[config.mk]
export PLATFORM = sky130hd
export DESIGN_NAME = matmul_reader_flat
export DESIGN_NICKNAME = d
export VERILOG_FILES = /design/src/rtl/matmul_pkg.sv /design/src/rtl/matmul_reader_if.sv /design/src/rtl/matmul_reader_mac2.sv /design/src/rtl/matmul_reader.sv /design/src/flat_wrapper.sv
export SDC_FILE = /design/constraint.sdc
export NUM_CORES = 1
export LEC_CHECK = 0
export ABC_AREA = 1
export CAP_MARGIN = 0
export CORE_MARGIN = 8
export CORE_UTILIZATION = 65
export DETAILED_ROUTE_END_ITERATION = 16
export PLACE_DENSITY_LB_ADDON = 0.1
export REMOVE_ABC_BUFFERS = 1
export SLEW_MARGIN = 5
export SYNTH_ARGS = -nofsm -noshare
export SYNTH_HDL_FRONTEND = slang
export SYNTH_HIERARCHICAL = 1
export SYNTH_SLANG_ARGS = --single-unit
export TNS_END_PERCENT = 50
[constraint.sdc]
create_clock -name clk -period 22.4 [get_ports clk]
set_clock_uncertainty 0.2 [all_clocks]
set_input_delay 3.36 -clock clk [delete_from_list [all_inputs] [get_ports clk]]
set_output_delay 3.36 -clock clk [all_outputs]
set_load 0.005 [all_outputs]
[src/rtl/matmul_pkg.sv]
// Shared widths, FSM encoding and row-major address helper for the matrix-multiply reader.
package matmul_pkg;

  localparam int unsigned N     = 8;
  localparam int unsigned DW    = 8;
  localparam int unsigned AW    = 6;
  localparam int unsigned ACC_W = 19;

  typedef enum logic [2:0] {
    IDLE,
    READ,
    DRAIN,
    WRITE,
    DONE
  } state_e;

  function automatic logic [AW-1:0] idx(input logic [AW-1:0] row, input logic [AW-1:0] col);
    return AW'(row * AW'(N) + col);
  endfunction

endpackage

[src/rtl/matmul_reader_if.sv]
// Operand-read, result-write and control signals of the matrix-multiply reader.
interface matmul_reader_if;
  import matmul_pkg::*;

  logic                    start;
  logic [AW-1:0]           a_addr1, a_addr2, b_addr1, b_addr2;
  logic signed [DW-1:0]    a_dout1, a_dout2, b_dout1, b_dout2;
  logic [AW-1:0]           c_addr;
  logic signed [ACC_W-1:0] c_data;
  logic                    c_we;
  logic                    busy;
  logic                    done;

  modport master (
    input  start, a_dout1, a_dout2, b_dout1, b_dout2,
    output a_addr1, a_addr2, b_addr1, b_addr2, c_addr, c_data, c_we, busy, done
  );

  modport slave (
    output start, a_dout1, a_dout2, b_dout1, b_dout2,
    input  a_addr1, a_addr2, b_addr1, b_addr2, c_addr, c_data, c_we, busy, done
  );
endinterface

[src/rtl/matmul_reader_mac2.sv]
// Dual signed multiply, each product sign-extended to the accumulator width, then summed.
module mac2
  import matmul_pkg::*;
(
  input  logic signed [DW-1:0]    a1_i,
  input  logic signed [DW-1:0]    a2_i,
  input  logic signed [DW-1:0]    b1_i,
  input  logic signed [DW-1:0]    b2_i,
  output logic signed [ACC_W-1:0] sum_o
);

  logic signed [2*DW-1:0] p1, p2;

  always_comb begin
    p1    = a1_i * b1_i;
    p2    = a2_i * b2_i;
    sum_o = {{(ACC_W-2*DW){p1[2*DW-1]}}, p1} + {{(ACC_W-2*DW){p2[2*DW-1]}}, p2};
  end

endmodule

[src/rtl/matmul_reader.sv]
// Sequencer computing C = A x B, two k-steps per cycle from dual-port operand RAMs.
module matmul_reader
  import matmul_pkg::*;
(
  input  logic            clk,
  input  logic            reset,
  matmul_reader_if.master mm_if
);

  localparam logic [AW-1:0] K_LAST = AW'(N - 2);
  localparam logic [AW-1:0] IJ_LAST = AW'(N - 1);

  state_e                  state_q, state_d;
  logic [AW-1:0]           i_q, i_d, j_q, j_d, k_q, k_d;
  logic signed [ACC_W-1:0] acc_q, acc_d, pair_sum;
  logic                    pv_q, pv_d;
  logic [AW-1:0]           a1_q, a1_d, a2_q, a2_d, b1_q, b1_d, b2_q, b2_d;
  logic [AW-1:0]           c_addr_q, c_addr_d;
  logic signed [ACC_W-1:0] c_data_q, c_data_d;
  logic                    c_we_q, c_we_d, done_q, done_d;

  mac2 u_mac2 (
    .a1_i  (mm_if.a_dout1),
    .a2_i  (mm_if.a_dout2),
    .b1_i  (mm_if.b_dout1),
    .b2_i  (mm_if.b_dout2),
    .sum_o (pair_sum)
  );

  always_ff @(posedge clk) begin
    if (reset) begin
      state_q  <= IDLE;
      i_q      <= '0;
      j_q      <= '0;
      k_q      <= '0;
      acc_q    <= '0;
      pv_q     <= 1'b0;
      a1_q     <= '0;
      a2_q     <= '0;
      b1_q     <= '0;
      b2_q     <= '0;
      c_addr_q <= '0;
      c_data_q <= '0;
      c_we_q   <= 1'b0;
      done_q   <= 1'b0;
    end else begin
      state_q  <= state_d;
      i_q      <= i_d;
      j_q      <= j_d;
      k_q      <= k_d;
      acc_q    <= acc_d;
      pv_q     <= pv_d;
      a1_q     <= a1_d;
      a2_q     <= a2_d;
      b1_q     <= b1_d;
      b2_q     <= b2_d;
      c_addr_q <= c_addr_d;
      c_data_q <= c_data_d;
      c_we_q   <= c_we_d;
      done_q   <= done_d;
    end
  end

  // Write strobe/data are registered on the DRAIN edge so they appear during WRITE,
  // with c_data already including the final pair accumulated on that same edge.
  always_comb begin
    state_d  = state_q;
    i_d      = i_q;
    j_d      = j_q;
    k_d      = k_q;
    pv_d     = pv_q;
    acc_d    = pv_q ? acc_q + pair_sum : acc_q;
    a1_d     = a1_q;
    a2_d     = a2_q;
    b1_d     = b1_q;
    b2_d     = b2_q;
    c_addr_d = c_addr_q;
    c_data_d = c_data_q;
    c_we_d   = 1'b0;
    done_d   = 1'b0;

    unique case (state_q)
      IDLE: begin
        if (mm_if.start) begin
          state_d = READ;
          i_d     = '0;
          j_d     = '0;
          k_d     = '0;
          acc_d   = '0;
          pv_d    = 1'b0;
        end
      end
      READ: begin
        a1_d = idx(i_q, k_q);
        a2_d = idx(i_q, k_q + AW'(1));
        b1_d = idx(k_q, j_q);
        b2_d = idx(k_q + AW'(1), j_q);
        pv_d = 1'b1;
        k_d  = k_q + AW'(2);
        if (k_q == K_LAST) state_d = DRAIN;
      end
      DRAIN: begin
        pv_d     = 1'b0;
        state_d  = WRITE;
        c_we_d   = 1'b1;
        c_addr_d = idx(i_q, j_q);
        c_data_d = acc_d;
      end
      WRITE: begin
        acc_d = '0;
        k_d   = '0;
        if (j_q < IJ_LAST) begin
          j_d     = j_q + AW'(1);
          state_d = READ;
        end else if (i_q < IJ_LAST) begin
          j_d     = '0;
          i_d     = i_q + AW'(1);
          state_d = READ;
        end else begin
          state_d = DONE;
          done_d  = 1'b1;
        end
      end
      DONE: state_d = IDLE;
      default: state_d = IDLE;
    endcase
  end

  // Addresses are live during READ and otherwise hold the last issued values.
  always_comb begin
    mm_if.a_addr1 = (state_q == READ) ? idx(i_q, k_q)              : a1_q;
    mm_if.a_addr2 = (state_q == READ) ? idx(i_q, k_q + AW'(1))     : a2_q;
    mm_if.b_addr1 = (state_q == READ) ? idx(k_q, j_q)              : b1_q;
    mm_if.b_addr2 = (state_q == READ) ? idx(k_q + AW'(1), j_q)     : b2_q;
    mm_if.c_addr  = c_addr_q;
    mm_if.c_data  = c_data_q;
    mm_if.c_we    = c_we_q;
    mm_if.done    = done_q;
    mm_if.busy    = (state_q != IDLE);
  end

endmodule

[src/flat_wrapper.sv]
// flat-port wrapper written by rule: the top's interface ports become plain ports
module matmul_reader_flat import matmul_pkg::*;
  (clk, reset, mm_if_start, mm_if_a_dout1, mm_if_a_dout2, mm_if_b_dout1, mm_if_b_dout2, mm_if_a_addr1, mm_if_a_addr2, mm_if_b_addr1, mm_if_b_addr2, mm_if_c_addr, mm_if_c_data, mm_if_c_we, mm_if_busy, mm_if_done);
  matmul_reader_if mm_if_i ();
  input  logic clk;
  input  logic reset;
  input wire logic [$bits(mm_if_i.start)-1:0] mm_if_start;
  input wire logic [$bits(mm_if_i.a_dout1)-1:0] mm_if_a_dout1;
  input wire logic [$bits(mm_if_i.a_dout2)-1:0] mm_if_a_dout2;
  input wire logic [$bits(mm_if_i.b_dout1)-1:0] mm_if_b_dout1;
  input wire logic [$bits(mm_if_i.b_dout2)-1:0] mm_if_b_dout2;
  output wire logic [$bits(mm_if_i.a_addr1)-1:0] mm_if_a_addr1;
  output wire logic [$bits(mm_if_i.a_addr2)-1:0] mm_if_a_addr2;
  output wire logic [$bits(mm_if_i.b_addr1)-1:0] mm_if_b_addr1;
  output wire logic [$bits(mm_if_i.b_addr2)-1:0] mm_if_b_addr2;
  output wire logic [$bits(mm_if_i.c_addr)-1:0] mm_if_c_addr;
  output wire logic [$bits(mm_if_i.c_data)-1:0] mm_if_c_data;
  output wire logic [$bits(mm_if_i.c_we)-1:0] mm_if_c_we;
  output wire logic [$bits(mm_if_i.busy)-1:0] mm_if_busy;
  output wire logic [$bits(mm_if_i.done)-1:0] mm_if_done;
  assign mm_if_i.start = mm_if_start;
  assign mm_if_i.a_dout1 = mm_if_a_dout1;
  assign mm_if_i.a_dout2 = mm_if_a_dout2;
  assign mm_if_i.b_dout1 = mm_if_b_dout1;
  assign mm_if_i.b_dout2 = mm_if_b_dout2;
  assign mm_if_a_addr1 = mm_if_i.a_addr1;
  assign mm_if_a_addr2 = mm_if_i.a_addr2;
  assign mm_if_b_addr1 = mm_if_i.b_addr1;
  assign mm_if_b_addr2 = mm_if_i.b_addr2;
  assign mm_if_c_addr = mm_if_i.c_addr;
  assign mm_if_c_data = mm_if_i.c_data;
  assign mm_if_c_we = mm_if_i.c_we;
  assign mm_if_busy = mm_if_i.busy;
  assign mm_if_done = mm_if_i.done;
  matmul_reader u_core (.clk(clk), .reset(reset), .mm_if(mm_if_i));
endmodule
==> reports/metrics.sh, run 1 <==
SYNTH_CELLS=1462
CELL_WITH_THE_MOST_INSTANCES_ON_THE_WORST_PATH='sky130_fd_sc_hd__nand2_1'
MIN-DELAY-PATH-CLASS='flop to flop'
FLOORPLAN.IO_PINS=87
MAX_SLEW.WORST_PIN.SLEW_NS=0.864
CORE_AREA_SQ_MM=0.0163
CTS.CLK_SLEW.WORST_PATHS_NS=0.08
DETAILEDROUTE.FIRSTITERATIONVIOLATIONS=664
NETLIST-CELL-TYPE-COUNT=49
ROUTE.FINAL.WIRE_LENGTH_UM=23700
FIRST_PASS_ITERS=5
VIAS=8893
IO_BUFFERS=86
GRT_SETUP_UNREPAIRED='false'
WORSTPATHREQUIRED_NS=22.45
FIN_TNS_SETUP_NS=0
CTS_ROOT_BUFFER='sky130_fd_sc_hd__clkbuf_16'
DIODES=0
SYNTH_EDF_COUNT=0
SYNTH_FF_TYPE='sky130_fd_sc_hd__dfxtp_1'
CTSLONGESTPATHBUFFERS=2
ANTENNA_FOUND_INITIAL=0
FLOORPLAN.INITIALDENSITY=0.655
FINAL_SETUP_VIOLS=0
GRT_USE_TOTAL=0.248
DP_WORST_SETUP_SLACK_NS=11.59
SYNTHADDERAREAFRAC=0.368
SYNTH_SIMPLE_GATE_AREA_SHARE=0.214
CTS.REPAIR.RESIZED=0
ROUTE.DETAILED.WL_PER_INST_UM=13.7
YS_SEQ_AREA_FRAC=0.170
START_KIND='input port'
SYNTH_AREA_SQ_MM=0.0107
LAST_WEIGHTED_CONGESTION_VALUE_OF_THE_ROUTABILITY_DRIVEN_PLACER=0.908
NUMPLACEDINSTANCES=1716
SHARE_OF_LAYOUT_CELLS_ABOVE_DRIVE_STRENGTH_1=0.0370
SYNTHESIS_STAGE_REGISTER_BIT_COUNT=91
GRT-OVFL-TOTAL=0
LAYOUT-AREA-OVERHEAD-VS-SYNTH_PCT=11.6
DIE_AREA_SQ_MM=0.0208
DRV.MAX_CAP_VIOLATION_COUNT=0
CRIT_ARRIVAL_NS=10.58
SYN_AVG_CELL_AREA_SQ_UM=7.32
MAX_CLOCK_FREQ_MHz=95.0
POST_DRT_VIA_CELL_RATIO=5.13
WIDTH_OF_THE_DIE_UM=144
DRT_DRC_VIOLATIONS_LEFT=0
YS_ASYNC_SR_FRACTION=0
CTS_SETUP_BUFFERS=0
MUXSHAREOFSYNTHAREA=0.00187
DETAIL-ROUTE-ANTENNA-NETS=0
MOSTFREQUENTLAYOUTCELL='sky130_fd_sc_hd__inv_1'
SYNTH-WARNING-COUNT=6
MAIN_COMBINATIONAL_CELL_FAMILY_BY_AREA_AFTER_SYNTHESIS='adder cells'
HOLD_BUFFERS=0
VIAS_IN_THE_FIRST_GLOBAL_ROUTE=9002
TRITONCTS_NUM_SINKS=91
TIMING.FINAL.CRIT_PERIOD_NS=10.53
CRIT_PATH_MAX_FANOUT=8
CRIT_PATH_MAX_INCR_DELAY_NS=0.74
LAYOUT.CORE_UTILIZATION=0.730
FINISH.NET_COUNT=1768
WORSTSKEWPAIRLATENCY_NS=0.35
RELSLEWSLACK=0.423
CTS_TREE='yes'
STDCELL_COUNT=1732
H_TREE_LVLS=3
HOLD_VIOLATIONS_FINAL=0
LARGEST_NET_DEGREE_AT_THE_START_OF_GLOBAL_ROUTING=46
TIMING_WORST_SETUP_PATH_TYPE='input port to flop'
FILL_CELLS=1368
NUMCTSBUFFERS=9
RUN_STATUS='completed'
FIRST_PASS_GRT_WIRE_LENGTH_UM=41400
SYNTH_COMPOUND_AREA_FRAC=0.0725
SYNTH_XOR_XNOR_AREA_SHARE=0.0188
WORST_SETUP_PATH_END_KIND='flop'
MOSTFREQUENTLAYOUTCELLS='372 x sky130_fd_sc_hd__inv_1, 342 x sky130_fd_sc_hd__nand2_1, 148 x sky130_fd_sc_hd__fa_1, 96 x sky130_fd_sc_hd__nor2_1, 91 x sky130_fd_sc_hd__dfxtp_1'
CRITICAL_PATH_CELL_WITH_THE_HIGHEST_STAGE_DELAY='sky130_fd_sc_hd__fa_1'
POST-ROUTE-WORST-SETUP-SLACK_NS=11.87
SLEW_VIOL_FINAL=0
ROWS=47
DPL.HPWL_UM=19500
TIMING.FINAL.CRIT_SHARE=0.470
DIE_HEIGHT_UM=144
[path summary, 6_finish.rpt]
kind / startpoint / endpoint / cells after the start / slack, ns
max: mm_if_b_dout2[2] / u_core/mm_if.c_data[17] / 32 / 11.87
min: u_core/a1_q[0] / u_core/a1_q[0] / 2 / 0.25
max reg2reg: u_core/acc_q[8] / u_core/acc_q[9] / 9 / 20.00
min reg2reg: u_core/a1_q[0] / u_core/a1_q[0] / 2 / 0.25
[Yosys cell counts (all sizes together) (10+ instances only)]
library cell | count | area share
nand2 | 349 | 0.12
dfxtp | 91 | 0.17
buf | 10 | 0.0050
xor2 | 13 | 0.011
nand3 | 58 | 0.027
inv | 374 | 0.13
clkbuf | 46 | 0.016
nor2 | 103 | 0.040
a211oi | 11 | 0.0082
nor3 | 12 | 0.0056
or2 | 14 | 0.0082
o21ai | 39 | 0.019
fa | 148 | 0.28
ha | 78 | 0.091
xnor2 | 10 | 0.0082
a21oi | 70 | 0.034
[area by class of cell]
class,count,area [sq um],share of cell area
Multi-Input combinational cell,937,7230,0.605
Sequential cell,91,1820,0.153
Inverter,378,1430,0.119
Timing Repair Buffer,90,891,0.0746
Tap cell,220,275,0.0231
Clock buffer,9,225,0.0189
Clock inverter,7,75.1,0.00629
[worst max-delay path, delay by kind of cell]
kind	cells	cell delay (ns)
buffers and inverters	7	1.08
AND/OR/NAND/NOR	17	1.93
adder cells (fa/ha/maj)	8	4.20
[state kept, by name, summed over array words and instances, names as in the netlist, 6 cells and up]
signal and flops:
u_core/a1_q 6, u_core/a2_q 6, u_core/acc_q 19, u_core/b1_q 6, u_core/b2_q 6, u_core/i_q 6, u_core/j_q 6, u_core/mm_if.c_addr 6
u_core/mm_if.c_data 19
[metal layers]
layer | vias up | wire (um) | track usage
met5 | - | 0 | 0
met4 | 0 | 418 | 0.0712
met3 | 34 | 1220 | 0.0383
met2 | 244 | 11500 | 0.414
met1 | 4213 | 10600 | 0.328
li1 | 4402 | - | -
[cell families after synthesis]
family	Yosys count
compound gates	136
xor+xnor	23
fa+ha+maj	226
buf+inv	434
flops	91
mux	2
simple gates	550
[metrics by stage]
| stage | hold WS [ns] | area (sq um) |
|---|---|---|
| 4_1_cts | 0.253 | 11900 |
| 2_1_floorplan | 0.222 | 10500 |
| 3_5_place_dp | 0.239 | 11600 |
| 3_3_place_gp | 0.235 | 11600 |
| 6_report | 0.250 | 11900 |
| 5_1_grt | 0.269 | 11900 |
Power of run 1 is not shown: default switching activity piles up to over one toggle a cycle in this logic, so the estimate is an artifact.
==> inputs of run 2 (changes only) <==
--- a/config.mk
+++ b/config.mk
@@ -8,7 +8,7 @@
 export ABC_AREA = 1
 export CAP_MARGIN = 0
 export CORE_MARGIN = 8
-export CORE_UTILIZATION = 65
+export CORE_UTILIZATION = 55
 export DETAILED_ROUTE_END_ITERATION = 16
 export PLACE_DENSITY_LB_ADDON = 0.1
 export REMOVE_ABC_BUFFERS = 1
==> constraint.sdc (replaced) <==
create_clock -name clk -period 9.05 [get_ports clk]
set_clock_uncertainty 0.2 [all_clocks]
set_input_delay 1.3575 -clock clk [delete_from_list [all_inputs] [get_ports clk]]
set_output_delay 1.3575 -clock clk [all_outputs]
set_load 0.005 [all_outputs]
==> run 2 against run 1 <==
Cell count increased by 2.6%. Sequential cell count unchanged. Sequential share of layout area decreased by 0.056 points. First-iteration DRC count decreased by 31%. Global-route usage decreased by 4.4 points. Via count decreased by 3.0%. Utilization decreased by 11 points. Non-clock buffer count unchanged. Register-to-register slack got worse by 14 ns. Highest routed layer unchanged. Critical path depth unchanged. Worst setup slack got worse by 11 ns. Worst hold slack got worse by 0.0017 ns.
==> reports/metrics.sh, run 2 (synthesized netlist as in run 1, its figures left out) <==
RUN_STATUS='completed'
HOLD_BUFFERS=0  # unchanged
GRT_USE_TOTAL=0.204  # -0.0442
FINISH.NET_COUNT=1768  # unchanged
ROUTE.FINAL.WIRE_LENGTH_UM=23300  # -1.6%
R2R_END='u_core/acc_q[6]'
LARGEST_NET_DEGREE_AT_THE_START_OF_GLOBAL_ROUTING=46  # unchanged
SHARE_OF_LAYOUT_CELLS_ABOVE_DRIVE_STRENGTH_1=0.0364  # -0.000661
TIMING.CRITICAL_PATH.FROM='mm_if_b_dout2[2]'
FINAL_SETUP_VIOLS=0  # unchanged
SETUP.REG_TO_REG.WORST_SLACK_NS=6.47  # -13.53 ns
ANTENNA_FOUND_INITIAL=0  # unchanged
WORST_R2R_STARTPOINT='u_core/pv_q'
GRT_SETUP_UNREPAIRED='false'
MAX_CLOCK_FREQ_MHz=117
CELL_WITH_THE_MOST_INSTANCES_ON_THE_WORST_PATH='sky130_fd_sc_hd__nand2_1'
H_TREE_LVLS=3  # unchanged
WORSTHOLDSTART='u_core/a1_q[0]'
CTSLONGESTPATHBUFFERS=2  # unchanged
VIAS=8626  # -3.0%
LAST_WEIGHTED_CONGESTION_VALUE_OF_THE_ROUTABILITY_DRIVEN_PLACER=0.870  # -4.2%
ROWS=51  # +8.5%
NUMCTSBUFFERS=9  # unchanged
WORSTSKEWPAIRLATENCY_NS=0.35  # about the same
DPL.HPWL_UM=19300  # -0.84%
TIMING.FINAL.CRIT_PERIOD_NS=8.55
DRV.MAX_CAP_VIOLATION_COUNT=0  # unchanged
CTS_TREE='yes'
START_KIND='input port'
DETAILEDROUTE.FIRSTITERATIONVIOLATIONS=457  # -31%
FLOORPLAN.INITIALDENSITY=0.555  # -0.0993
SLEW_VIOL_FINAL=0  # unchanged
R2R.WORST_PATH.CELLS=4  # -5
RELSLEWSLACK=0.234  # -0.189
FIRST_PASS_GRT_WIRE_LENGTH_UM=40500  # -2.2%
MOSTFREQUENTLAYOUTCELL='sky130_fd_sc_hd__inv_1'
CTS.REPAIR.RESIZED=0  # unchanged
HOLD_VIOLATIONS_FINAL=0  # unchanged
FLOORPLAN.IO_PINS=87  # unchanged
LAYOUT-AREA-OVERHEAD-VS-SYNTH_PCT=12.0
GRT-OVFL-TOTAL=0  # unchanged
CTS_SETUP_BUFFERS=0  # unchanged
VIAS_IN_THE_FIRST_GLOBAL_ROUTE=8829  # -1.9%
DRT_DRC_VIOLATIONS_LEFT=0  # unchanged
FILL_CELLS=1807  # +32%
CORE_AREA_SQ_MM=0.0193  # +18%
CRIT_PATH_MAX_INCR_DELAY_NS=0.72  # -0.02 ns
WIDTH_OF_THE_DIE_UM=155  # +7.7%
FIRST_PASS_ITERS=5  # unchanged
TRITONCTS_NUM_SINKS=91  # unchanged
WORST_SETUP_PATH_END_KIND='flop'
FIN_TNS_SETUP_NS=0  # unchanged
CRIT_ARRIVAL_NS=8.59  # -1.99 ns
MAX_SLEW.WORST_PIN.SLEW_NS=1.15  # +0.284 ns
WORSTPATHREQUIRED_NS=9.10  # -13.35 ns
MOSTFREQUENTLAYOUTCELLS='372 x sky130_fd_sc_hd__inv_1, 342 x sky130_fd_sc_hd__nand2_1, 148 x sky130_fd_sc_hd__fa_1, 96 x sky130_fd_sc_hd__nor2_1, 91 x sky130_fd_sc_hd__dfxtp_1'
DIE_HEIGHT_UM=155  # +7.7%
MULTIINPUTGATEAREA_SQ_MM=0.00723  # unchanged
CTS.CLK_SLEW.WORST_PATHS_NS=0.07  # about the same
DIODES=0  # unchanged
IO_BUFFERS=86  # unchanged
AREA.SEQUENTIAL_SQ_MM=0.00182  # unchanged
MIN-DELAY-PATH-CLASS='flop to flop'
SETUP.WORST_PATH.END='u_core/mm_if.c_data[17]'
TIMING_WORST_SETUP_PATH_TYPE='input port to flop'
CRIT_PATH_MAX_FANOUT=8  # unchanged
DIE_AREA_SQ_MM=0.0242  # +16%
CTS_ROOT_BUFFER='sky130_fd_sc_hd__clkbuf_16'
POST_DRT_VIA_CELL_RATIO=4.85  # -5.5%
DETAIL-ROUTE-ANTENNA-NETS=0  # unchanged
CRITICAL_PATH_CELL_WITH_THE_HIGHEST_STAGE_DELAY='sky130_fd_sc_hd__fa_1'
TIMING.FINAL.CRIT_SHARE=0.945
ROUTE.DETAILED.WL_PER_INST_UM=13.1  # -4.1%
run 2: cell count changes in the layout (fill, tap and decap cells not counted):
| cell | previous run | this run |
|---|---|---|
| sky130_fd_sc_hd__inv_8 | 3 | 0 |
| sky130_fd_sc_hd__clkbuf_1 | 0 | 1 |
| sky130_fd_sc_hd__clkinv_4 | 1 | 2 |
| sky130_fd_sc_hd__inv_6 | 2 | 3 |
run 2: metrics by stage:
| stage | cell area [sq um] | std cells | utilization | hold WS (ns) | setup WS, ns |
|---|---|---|---|---|---|
| 6_report | 12000 | 1777 | 0.622 | 0.248 | 0.502 |
| 5_1_grt | 12000 | 1777 | 0.622 | 0.276 | 0.0265 |
| 4_1_cts | 12000 | 1777 | 0.622 | 0.250 | 0.499 |
| 3_5_place_dp | 11700 | 1761 | 0.607 | 0.237 | 0.165 |
| 3_3_place_gp | 11700 | 1761 | 0.607 | 0.236 | 0.198 |
| 2_1_floorplan | 10500 | 1406 | - | 0.222 | 1.54 |
run 2: how the worst min path moves through the flow:
stage	to	slack, ns	cells past startpoint
2_1_floorplan	u_core/i_q[4]	0.22	2
3_3_place_gp	u_core/a1_q[0]	0.24	2
3_5_place_dp	u_core/a1_q[0]	0.24	2
4_1_cts	u_core/a1_q[0]	0.25	2
5_1_grt	u_core/i_q[4]	0.28	2
6_report	u_core/a1_q[0]	0.25	2
run 2: layer usage:
layer / vias up / routed length [um] / track usage
met5: - / 0 / 0
met4: 0 / 214 / 0.0333
met3: 14 / 872 / 0.0302
met2: 131 / 11100 / 0.349
met1: 4081 / 11100 / 0.272
li1: 4400 / - / -
run 2: area by class of cell:
| type | instances | share of cell area |
|---|---|---|
| clock buffer | 10 | 0.0191 |
| clock inverter | 6 | 0.00491 |
| inverter | 378 | 0.119 |
| multi-input combinational | 937 | 0.603 |
| sequential | 91 | 0.152 |
| tap | 265 | 0.0277 |
| timing repair buffer | 90 | 0.0743 |
run 2: critical path: cells and delay by family:
family,cells,cell delay (ns)
AND/OR/NAND/NOR,17,1.98
adder cells (fa/ha/maj),8,4.16
buffers and inverters,7,1.07
Power of run 2 is left out for the same reason.
